--- config.mk ---
export PLATFORM = sky130hd
export DESIGN_NAME = imem_uart_loader
export DESIGN_NICKNAME = d
export VERILOG_FILES = /design/src/rtl/loader_pkg.sv /design/src/rtl/imem_uart_loader_rx.sv /design/src/rtl/imem_uart_loader.sv
export SDC_FILE = /design/constraint.sdc
export NUM_CORES = 1
export LEC_CHECK = 0
export CAP_MARGIN = 20
export CORE_MARGIN = 10
export CORE_UTILIZATION = 45
export DETAILED_ROUTE_END_ITERATION = 7
export PLACE_DENSITY_LB_ADDON = 0.2
export SKIP_LAST_GASP = 1
export SLEW_MARGIN = 20
export SYNTH_ARGS = -nofsm -noshare
export SYNTH_HDL_FRONTEND = slang
export SYNTH_SLANG_ARGS = --single-unit
--- constraint.sdc ---
create_clock -name clk -period 3 [get_ports clk]
set_clock_uncertainty 0.15 [all_clocks]
set_input_delay 0.6 -clock clk [delete_from_list [all_inputs] [get_ports clk]]
set_output_delay 0.6 -clock clk [all_outputs]
set_load 0.02 [all_outputs]
--- src/rtl/loader_pkg.sv ---
// +----------------------------------------------------------------------+
// | loader_pkg : shared constants, state encodings and sizing helpers     |
// |              for the UART instruction-memory loader                   |
// | Revision   : 1.0  initial release                                     |
// +----------------------------------------------------------------------+
`default_nettype none

package loader_pkg;

   localparam logic [7:0] SYNC_BYTE = 8'hA5;

   localparam int unsigned DEF_CLK_HZ  = 100_000_000;
   localparam int unsigned DEF_BAUD    = 115200;
   localparam int unsigned DEF_TO_BITS = 64;

   typedef enum logic [2:0] {
      ST_IDLE   = 3'd0,
      ST_LEN_HI = 3'd1,
      ST_LEN_LO = 3'd2,
      ST_DATA   = 3'd3,
      ST_DONE   = 3'd4
   } ld_state_e;

   typedef enum logic [1:0] {
      RX_IDLE  = 2'd0,
      RX_START = 2'd1,
      RX_DATA  = 2'd2,
      RX_STOP  = 2'd3
   } rx_state_e;

   function automatic int unsigned calc_div(input int unsigned clk_hz, input int unsigned baud);
      return clk_hz / baud;
   endfunction

   function automatic int unsigned to_width(input int unsigned div, input int unsigned to_bits);
      return $clog2(div * to_bits + 1);
   endfunction

   localparam int unsigned DIV  = calc_div(DEF_CLK_HZ, DEF_BAUD);
   localparam int unsigned TO_W = to_width(DIV, DEF_TO_BITS);

endpackage

`default_nettype wire

--- src/rtl/imem_uart_loader_rx.sv ---
// +----------------------------------------------------------------------+
// | uart_rx_core : 2-FF synchronizer, bit timer and 8N1 deframer          |
// |                producing one-cycle byte / framing-error pulses        |
// | Revision     : 1.0  initial release                                   |
// +----------------------------------------------------------------------+
`default_nettype none

module uart_rx_core
   import loader_pkg::*;
#(
   parameter int unsigned DIV = 16
) (
   input  logic       clk,
   input  logic       rst,
   input  logic       rx_i,
   output logic       byte_valid_o,
   output logic [7:0] byte_data_o,
   output logic       frame_err_o,
   output logic       busy_o
);

   localparam int unsigned CW = (DIV > 1) ? $clog2(DIV) : 1;

   logic          meta_q, sync_q, prev_q;
   rx_state_e     state_q, state_d;
   logic [CW-1:0] cnt_q, cnt_d;
   logic [2:0]    bit_q, bit_d;
   logic [7:0]    sh_q, sh_d;
   logic [7:0]    data_q, data_d;
   logic          valid_q, valid_d;
   logic          ferr_q, ferr_d;

   logic w_fall, w_tick_half, w_tick_full;

   assign w_fall      = prev_q & ~sync_q;
   assign w_tick_half = (cnt_q == CW'(DIV / 2 - 1));
   assign w_tick_full = (cnt_q == CW'(DIV - 1));

   always_ff @(posedge clk) begin
      if (rst) begin
         meta_q  <= 1'b0;
         sync_q  <= 1'b0;
         prev_q  <= 1'b0;
         state_q <= RX_IDLE;
         cnt_q   <= '0;
         bit_q   <= '0;
         sh_q    <= '0;
         data_q  <= '0;
         valid_q <= 1'b0;
         ferr_q  <= 1'b0;
      end else begin
         meta_q  <= rx_i;
         sync_q  <= meta_q;
         prev_q  <= sync_q;
         state_q <= state_d;
         cnt_q   <= cnt_d;
         bit_q   <= bit_d;
         sh_q    <= sh_d;
         data_q  <= data_d;
         valid_q <= valid_d;
         ferr_q  <= ferr_d;
      end
   end

   always_comb begin
      state_d = state_q;
      cnt_d   = cnt_q + 1'b1;
      bit_d   = bit_q;
      sh_d    = sh_q;
      data_d  = data_q;
      valid_d = 1'b0;
      ferr_d  = 1'b0;
      case (state_q)
         RX_IDLE: begin
            cnt_d = '0;
            if (w_fall) state_d = RX_START;
         end
         RX_START: begin
            // Mid-start-bit re-check rejects short low glitches
            if (w_tick_half) begin
               cnt_d   = '0;
               bit_d   = '0;
               state_d = sync_q ? RX_IDLE : RX_DATA;
            end
         end
         RX_DATA: begin
            if (w_tick_full) begin
               cnt_d = '0;
               sh_d  = {sync_q, sh_q[7:1]};
               bit_d = bit_q + 3'd1;
               if (bit_q == 3'd7) state_d = RX_STOP;
            end
         end
         RX_STOP: begin
            if (w_tick_full) begin
               cnt_d   = '0;
               state_d = RX_IDLE;
               if (sync_q) begin
                  valid_d = 1'b1;
                  data_d  = sh_q;
               end else begin
                  ferr_d  = 1'b1;
               end
            end
         end
         default: state_d = RX_IDLE;
      endcase
   end

   assign byte_valid_o = valid_q;
   assign byte_data_o  = data_q;
   assign frame_err_o  = ferr_q;
   assign busy_o       = (state_q != RX_IDLE);

endmodule

`default_nettype wire

--- src/rtl/imem_uart_loader.sv ---
// +----------------------------------------------------------------------+
// | imem_uart_loader : UART program loader writing 32-bit words into the  |
// |                    IMem write port while holding the CPU in reset     |
// | Revision         : 1.0  initial release                               |
// +----------------------------------------------------------------------+
`default_nettype none

module imem_uart_loader
   import loader_pkg::*;
#(
   parameter int unsigned CLK_HZ  = DEF_CLK_HZ,
   parameter int unsigned BAUD    = DEF_BAUD,
   parameter int unsigned ADDR_W  = 8,
   parameter int unsigned TO_BITS = DEF_TO_BITS
) (
   input  logic              clk,
   input  logic              rst,
   input  logic              rx,
   input  logic              en,
   output logic              im_we,
   output logic [ADDR_W-1:0] im_addr,
   output logic [31:0]       im_wdata,
   output logic              cpu_hold,
   output logic              load_done,
   output logic              load_err
);

   localparam int unsigned CLK_DIV = calc_div(CLK_HZ, BAUD);
   localparam int unsigned TO_LIM  = TO_BITS * CLK_DIV;
   localparam int unsigned TO_CW   = to_width(CLK_DIV, TO_BITS);
   localparam logic [16:0] CAP     = 17'd1 << ADDR_W;

   logic       w_byte_valid, w_frame_err, w_rx_busy;
   logic [7:0] w_byte_data;

   uart_rx_core #(
      .DIV (CLK_DIV)
   ) u_rx (
      .clk          (clk),
      .rst          (rst),
      .rx_i         (rx),
      .byte_valid_o (w_byte_valid),
      .byte_data_o  (w_byte_data),
      .frame_err_o  (w_frame_err),
      .busy_o       (w_rx_busy)
   );

   ld_state_e          state_q, state_d;
   logic [15:0]        len_q, len_d;
   logic [31:0]        word_q, word_d;
   logic [1:0]         byte_idx_q, byte_idx_d;
   logic [ADDR_W-1:0]  word_idx_q, word_idx_d;
   logic [TO_CW-1:0]   to_cnt_q, to_cnt_d;
   logic               we_q, we_d;
   logic [ADDR_W-1:0]  addr_q, addr_d;
   logic [31:0]        wdata_q, wdata_d;
   logic               hold_q, hold_d;
   logic               done_q, done_d;
   logic               err_q, err_d;

   logic        w_abort, w_timeout;
   logic [15:0] w_n;
   logic [31:0] w_word;

   assign w_n       = {len_q[7:0], w_byte_data};
   assign w_word    = {word_q[23:0], w_byte_data};
   assign w_timeout = (to_cnt_q == TO_CW'(TO_LIM - 1));

   always_ff @(posedge clk) begin
      if (rst) begin
         state_q    <= ST_IDLE;
         len_q      <= '0;
         word_q     <= '0;
         byte_idx_q <= '0;
         word_idx_q <= '0;
         to_cnt_q   <= '0;
         we_q       <= 1'b0;
         addr_q     <= '0;
         wdata_q    <= '0;
         hold_q     <= 1'b0;
         done_q     <= 1'b0;
         err_q      <= 1'b0;
      end else begin
         state_q    <= state_d;
         len_q      <= len_d;
         word_q     <= word_d;
         byte_idx_q <= byte_idx_d;
         word_idx_q <= word_idx_d;
         to_cnt_q   <= to_cnt_d;
         we_q       <= we_d;
         addr_q     <= addr_d;
         wdata_q    <= wdata_d;
         hold_q     <= hold_d;
         done_q     <= done_d;
         err_q      <= err_d;
      end
   end

   always_comb begin
      state_d    = state_q;
      len_d      = len_q;
      word_d     = word_q;
      byte_idx_d = byte_idx_q;
      word_idx_d = word_idx_q;
      to_cnt_d   = to_cnt_q;
      we_d       = 1'b0;
      addr_d     = addr_q;
      wdata_d    = wdata_q;
      hold_d     = hold_q;
      done_d     = 1'b0;
      err_d      = err_q;
      w_abort    = 1'b0;

      // Timeout measures line silence: a character in flight also reloads it
      if (w_byte_valid || w_rx_busy) begin
         to_cnt_d = '0;
      end else if (!w_timeout) begin
         to_cnt_d = to_cnt_q + 1'b1;
      end

      case (state_q)
         ST_IDLE: begin
            to_cnt_d = '0;
            if (en && w_byte_valid && (w_byte_data == SYNC_BYTE)) begin
               state_d = ST_LEN_HI;
               hold_d  = 1'b1;
               err_d   = 1'b0;
            end
         end
         ST_LEN_HI, ST_LEN_LO, ST_DATA: begin
            if (!en || w_frame_err) begin
               w_abort = 1'b1;
            end else if (w_byte_valid) begin
               if (state_q == ST_LEN_HI) begin
                  len_d   = {8'h00, w_byte_data};
                  state_d = ST_LEN_LO;
               end else if (state_q == ST_LEN_LO) begin
                  if ((w_n == 16'd0) || ({1'b0, w_n} > CAP)) begin
                     w_abort = 1'b1;
                  end else begin
                     len_d      = w_n;
                     word_idx_d = '0;
                     byte_idx_d = '0;
                     state_d    = ST_DATA;
                  end
               end else begin
                  word_d     = w_word;
                  byte_idx_d = byte_idx_q + 2'd1;
                  if (byte_idx_q == 2'd3) begin
                     we_d       = 1'b1;
                     addr_d     = word_idx_q;
                     wdata_d    = w_word;
                     word_idx_d = word_idx_q + 1'b1;
                     if (16'(word_idx_q) == (len_q - 16'd1)) state_d = ST_DONE;
                  end
               end
            end else if (w_timeout) begin
               w_abort = 1'b1;
            end
         end
         ST_DONE: begin
            to_cnt_d = '0;
            done_d   = 1'b1;
            hold_d   = 1'b0;
            state_d  = ST_IDLE;
         end
         default: state_d = ST_IDLE;
      endcase

      if (w_abort) begin
         err_d    = 1'b1;
         hold_d   = 1'b0;
         to_cnt_d = '0;
         state_d  = ST_IDLE;
      end
   end

   assign im_we     = we_q;
   assign im_addr   = addr_q;
   assign im_wdata  = wdata_q;
   assign cpu_hold  = hold_q;
   assign load_done = done_q;
   assign load_err  = err_q;

endmodule

`default_nettype wire

==> results.yml <==
job:
  max_cap_viol_count: 0
timing:
  max_slew_margin_pct: 37.5
  timing_hold_violations_final: 0
  layout_worst_path_cycle_share_pct: 92.8
  max_freq_mhz: 359
  grt_setup_unrepaired: "no"
  setup_viol: 0
  worstMarginPinSlew_ps: 937
  worst_hold_slack_after_final_layout_ps: 288
  slew_violations: 0
  final.min_clock_period_ps: 2780
  setup-tns-final_ps: 0
global_routing:
  first_pass_grt_wire_length_um: 24200
  global_route_total_overflow: 0
  number_of_global_route_vias_before_repair: 5056
  pin_count_of_the_biggest_net_entering_global_routing: 98
  groute.usage.overall_pct: 14.7
  number_of_antenna_violations_at_the_first_check_in_global_routing: 0
synthesis:
  synth.top_cells.by_area: "sky130_fd_sc_hd__dfxtp_1, sky130_fd_sc_hd__nand2_1, sky130_fd_sc_hd__a21oi_1, sky130_fd_sc_hd__nor2_1, sky130_fd_sc_hd__xor2_1"
  synth_area_um2: 6340
  most_frequently_used_flop_master_after_synthesis: "sky130_fd_sc_hd__dfxtp_1"
  yosys_warnings: 0
  synth_commonest_cells: "sky130_fd_sc_hd__nand2_1, sky130_fd_sc_hd__dfxtp_1, sky130_fd_sc_hd__a21oi_1, sky130_fd_sc_hd__nor2_1, sky130_fd_sc_hd__clkbuf_1"
  yosys_register_bits: 149
  yosysSeqAreaShare_pct: 47.1
  cell_with_the_most_instances_after_synthesis: "sky130_fd_sc_hd__nand2_1"
  synth.avg_cell_area_um2: 8.31
  synth_edf_count: 0
  synthesized_net_count: 780
  async_set_or_reset_register_ratio_after_synthesis_pct: 0
  synthCells: 763
  synth.largest_area_cell: "sky130_fd_sc_hd__dfxtp_1"
  netlist.area_leader.share_pct: 47.1
  ys_types: 57
drt:
  finalWirelength_um: 14300
  drc: 0
  route.vias.total: 5298
  number_of_optimization_iterations_in_the_first_detailed_route_pass: 5
  vias_per_cell: 5.30
  routed_wire_length_per_instance_um: 14.3
  remaining_antenna_violation_count_after_routing: 0
  drt_iter0_markers: 452
die:
  dieArea_um2: 19200
  top_level_ports: 48
  floorplan.die.width_um: 139
  chip_height_um: 139
  initial_cell_density_of_the_core_pct: 45.8
  fp.coreArea_um2: 13800
  placement_rows: 43
layout:
  fraction_of_final_layout_cells_with_drive_strength_greater_than_1_pct: 9.28
  antenna-diode-count: 0
  syn_to_final_growth_pct: 19.3
  nets_finish: 824
placement:
  final_weighted_congestion_of_routability_driven_global_placement: 0.871
  dp_hpwl_um: 9960
  numPortBuffers: 47
power:
  cellLeakagePower_nw: 2.64
  worst_ir_drop_vdd_uv: 355
  pwr_density_cell_nw_per_um2: 529
clocking:
  cts.reportedPaths.clkPinSlew_ps: 60
  clk_latency_ps: 420
  cts_post_setup_buffers_inserted: 0
  htree_levels: 4
  clockBufferDepth: 2
  clock-root-buffer: "sky130_fd_sc_hd__clkbuf_16"
  cts.sink_count: 149
  tritoncts_clock_tree: "built"
  tritoncts.num_buffers: 17
setup_path:
  category_of_the_worst_setup_path_capture_point: "register"
  critical_path_arrival_ps: 2970
  setup.worst_path.start_class: "register"
  worst_path_largest_cell_delay_ps: 530
  path_class: "reg2reg"
  critical-path-slowest-cell: "sky130_fd_sc_hd__or3b_2"
  crit_fanout: 8
  critical_path_buf_inv_count: 2
  cp_data_required_time_ps: 3190
  worstPathCellList: "inv_1 > ha_1 > or3b_2 > a211oi_2 > o21ai_1 > a21o_1 > or4b_1 > buf_4 > nor3_1"
  cp_top_family: "simple AND/OR/NAND/NOR gates"
worst_hold_path:
  hold_class: "reg2reg"
status:
  run_status: "completed"
[state kept, by name, indices dropped and copies added (netlist names), 2 cells and up, named ones only]
signal and cells:
word_q 24, len_q 16, to_cnt_q 16, u_rx.cnt_q 10, u_rx.sh_q 8, u_rx.bit_q 3
u_rx.byte_data_o 8, im_wdata 32, byte_idx_q 2, im_addr 8, state_q 3, word_idx_q 8
[cells in the final DEF (no fill, tap or decap), drive strengths merged, types with 9 or more instances in the layout]
cell type      Yosys  layout
and2              10      10
nor2              61      61
mux2i              9       9
dfxtp            149     149
nand3             16      16
nor3              10      10
a21oi             92      92
xor2              20      20
inv                9      14
buf                6      23
nand2            188     188
xnor2             17      17
nand4             10      10
clkdlybuf4s50      0      46
o21ai             14      14
nor4              15      15
ha                13      13
clkbuf            38      19
and3              11      11
[report_power, final]
group	leakage [nW]	internal (mW)	switching, mW	total, mW
combinational	1.19	0.0243	0.0519	0.0762
clock	0.259	1.09	0.848	1.94
sequential	1.20	1.98	0.00515	1.99
total	2.64	3.10	0.905	4.00
[worst reg2reg max path: stages, from the launching register on]
cell	delay, ps
sky130_fd_sc_hd__dfxtp_1	310
sky130_fd_sc_hd__inv_1	70
sky130_fd_sc_hd__ha_1	160
sky130_fd_sc_hd__or3b_2	530
sky130_fd_sc_hd__a211oi_2	250
sky130_fd_sc_hd__o21ai_1	130
sky130_fd_sc_hd__a21o_1	200
sky130_fd_sc_hd__or4b_1	500
sky130_fd_sc_hd__buf_4	200
sky130_fd_sc_hd__nor3_1	200
[repair_timing]
item / CTS / global route
hold buffers: 0 / 0
resized for setup: 0 / 1
endpoints found under the setup margin: 0 / 3
[through the flow]
step | setup slack [ps] | total power [mW] | utilization (%) | area, um^2 | cells
final | 217 | 4.00 | 54.7 | 7560 | 999
after CTS | 121 | 4.04 | 54.6 | 7550 | 999
after floorplan | 65.7 | 2.09 | - | 6340 | 763
after global placement | 191 | 2.11 | 50.7 | 7010 | 968
after global routing | 7.15 | 4.13 | 54.7 | 7560 | 999
after detailed placement | 109 | 2.11 | 50.7 | 7010 | 968
[routing by layer]
metal  wire [um]  part of all wire (%)  global-route usage, %  vias up
met5           0                     0                      0        -
met4         235                   1.6                   6.26        0
met3         664                   4.6                   4.45       14
met2        6710                    47                   23.1       98
met1        6680                    47                   18.3     2492
li1            -                     -                      -     2694
[area by class of cell]
cell class,instances,area (um^2)
clock buffers,19,443
clock inverters,12,96.3
fillers,1256,6270
inverters,9,33.8
multi-input cells,561,3130
flip-flops and latches,149,2980
well taps,180,225
repair buffers,69,646
[final timing paths]
check,startpoint,to,slack [ps],cells past startpoint
worst max-delay path,len_q[1],to_cnt_q[6],220,9
worst min-delay path,u_rx.meta_q,u_rx.sync_q,290,1
worst max register to register,len_q[1],to_cnt_q[6],220,9
worst min register to register,u_rx.meta_q,u_rx.sync_q,290,1
[cell families (layout without fill, tap and decap cells)]
group                    after synthesis  count (layout)  share of synthesized area, %
AO/OA/AOI/OAI                        137             137                          12.4
XOR/XNOR                              37              37                          5.11
adder cells (fa/ha/maj)               13              13                          2.57
buffers and inverters                 53             109                          3.61
flip-flops                           149             149                          47.1
multiplexers                           9               9                          1.42
AND/OR/NAND/NOR                      365             365                          27.8
(Power assumes the default switching activity.)
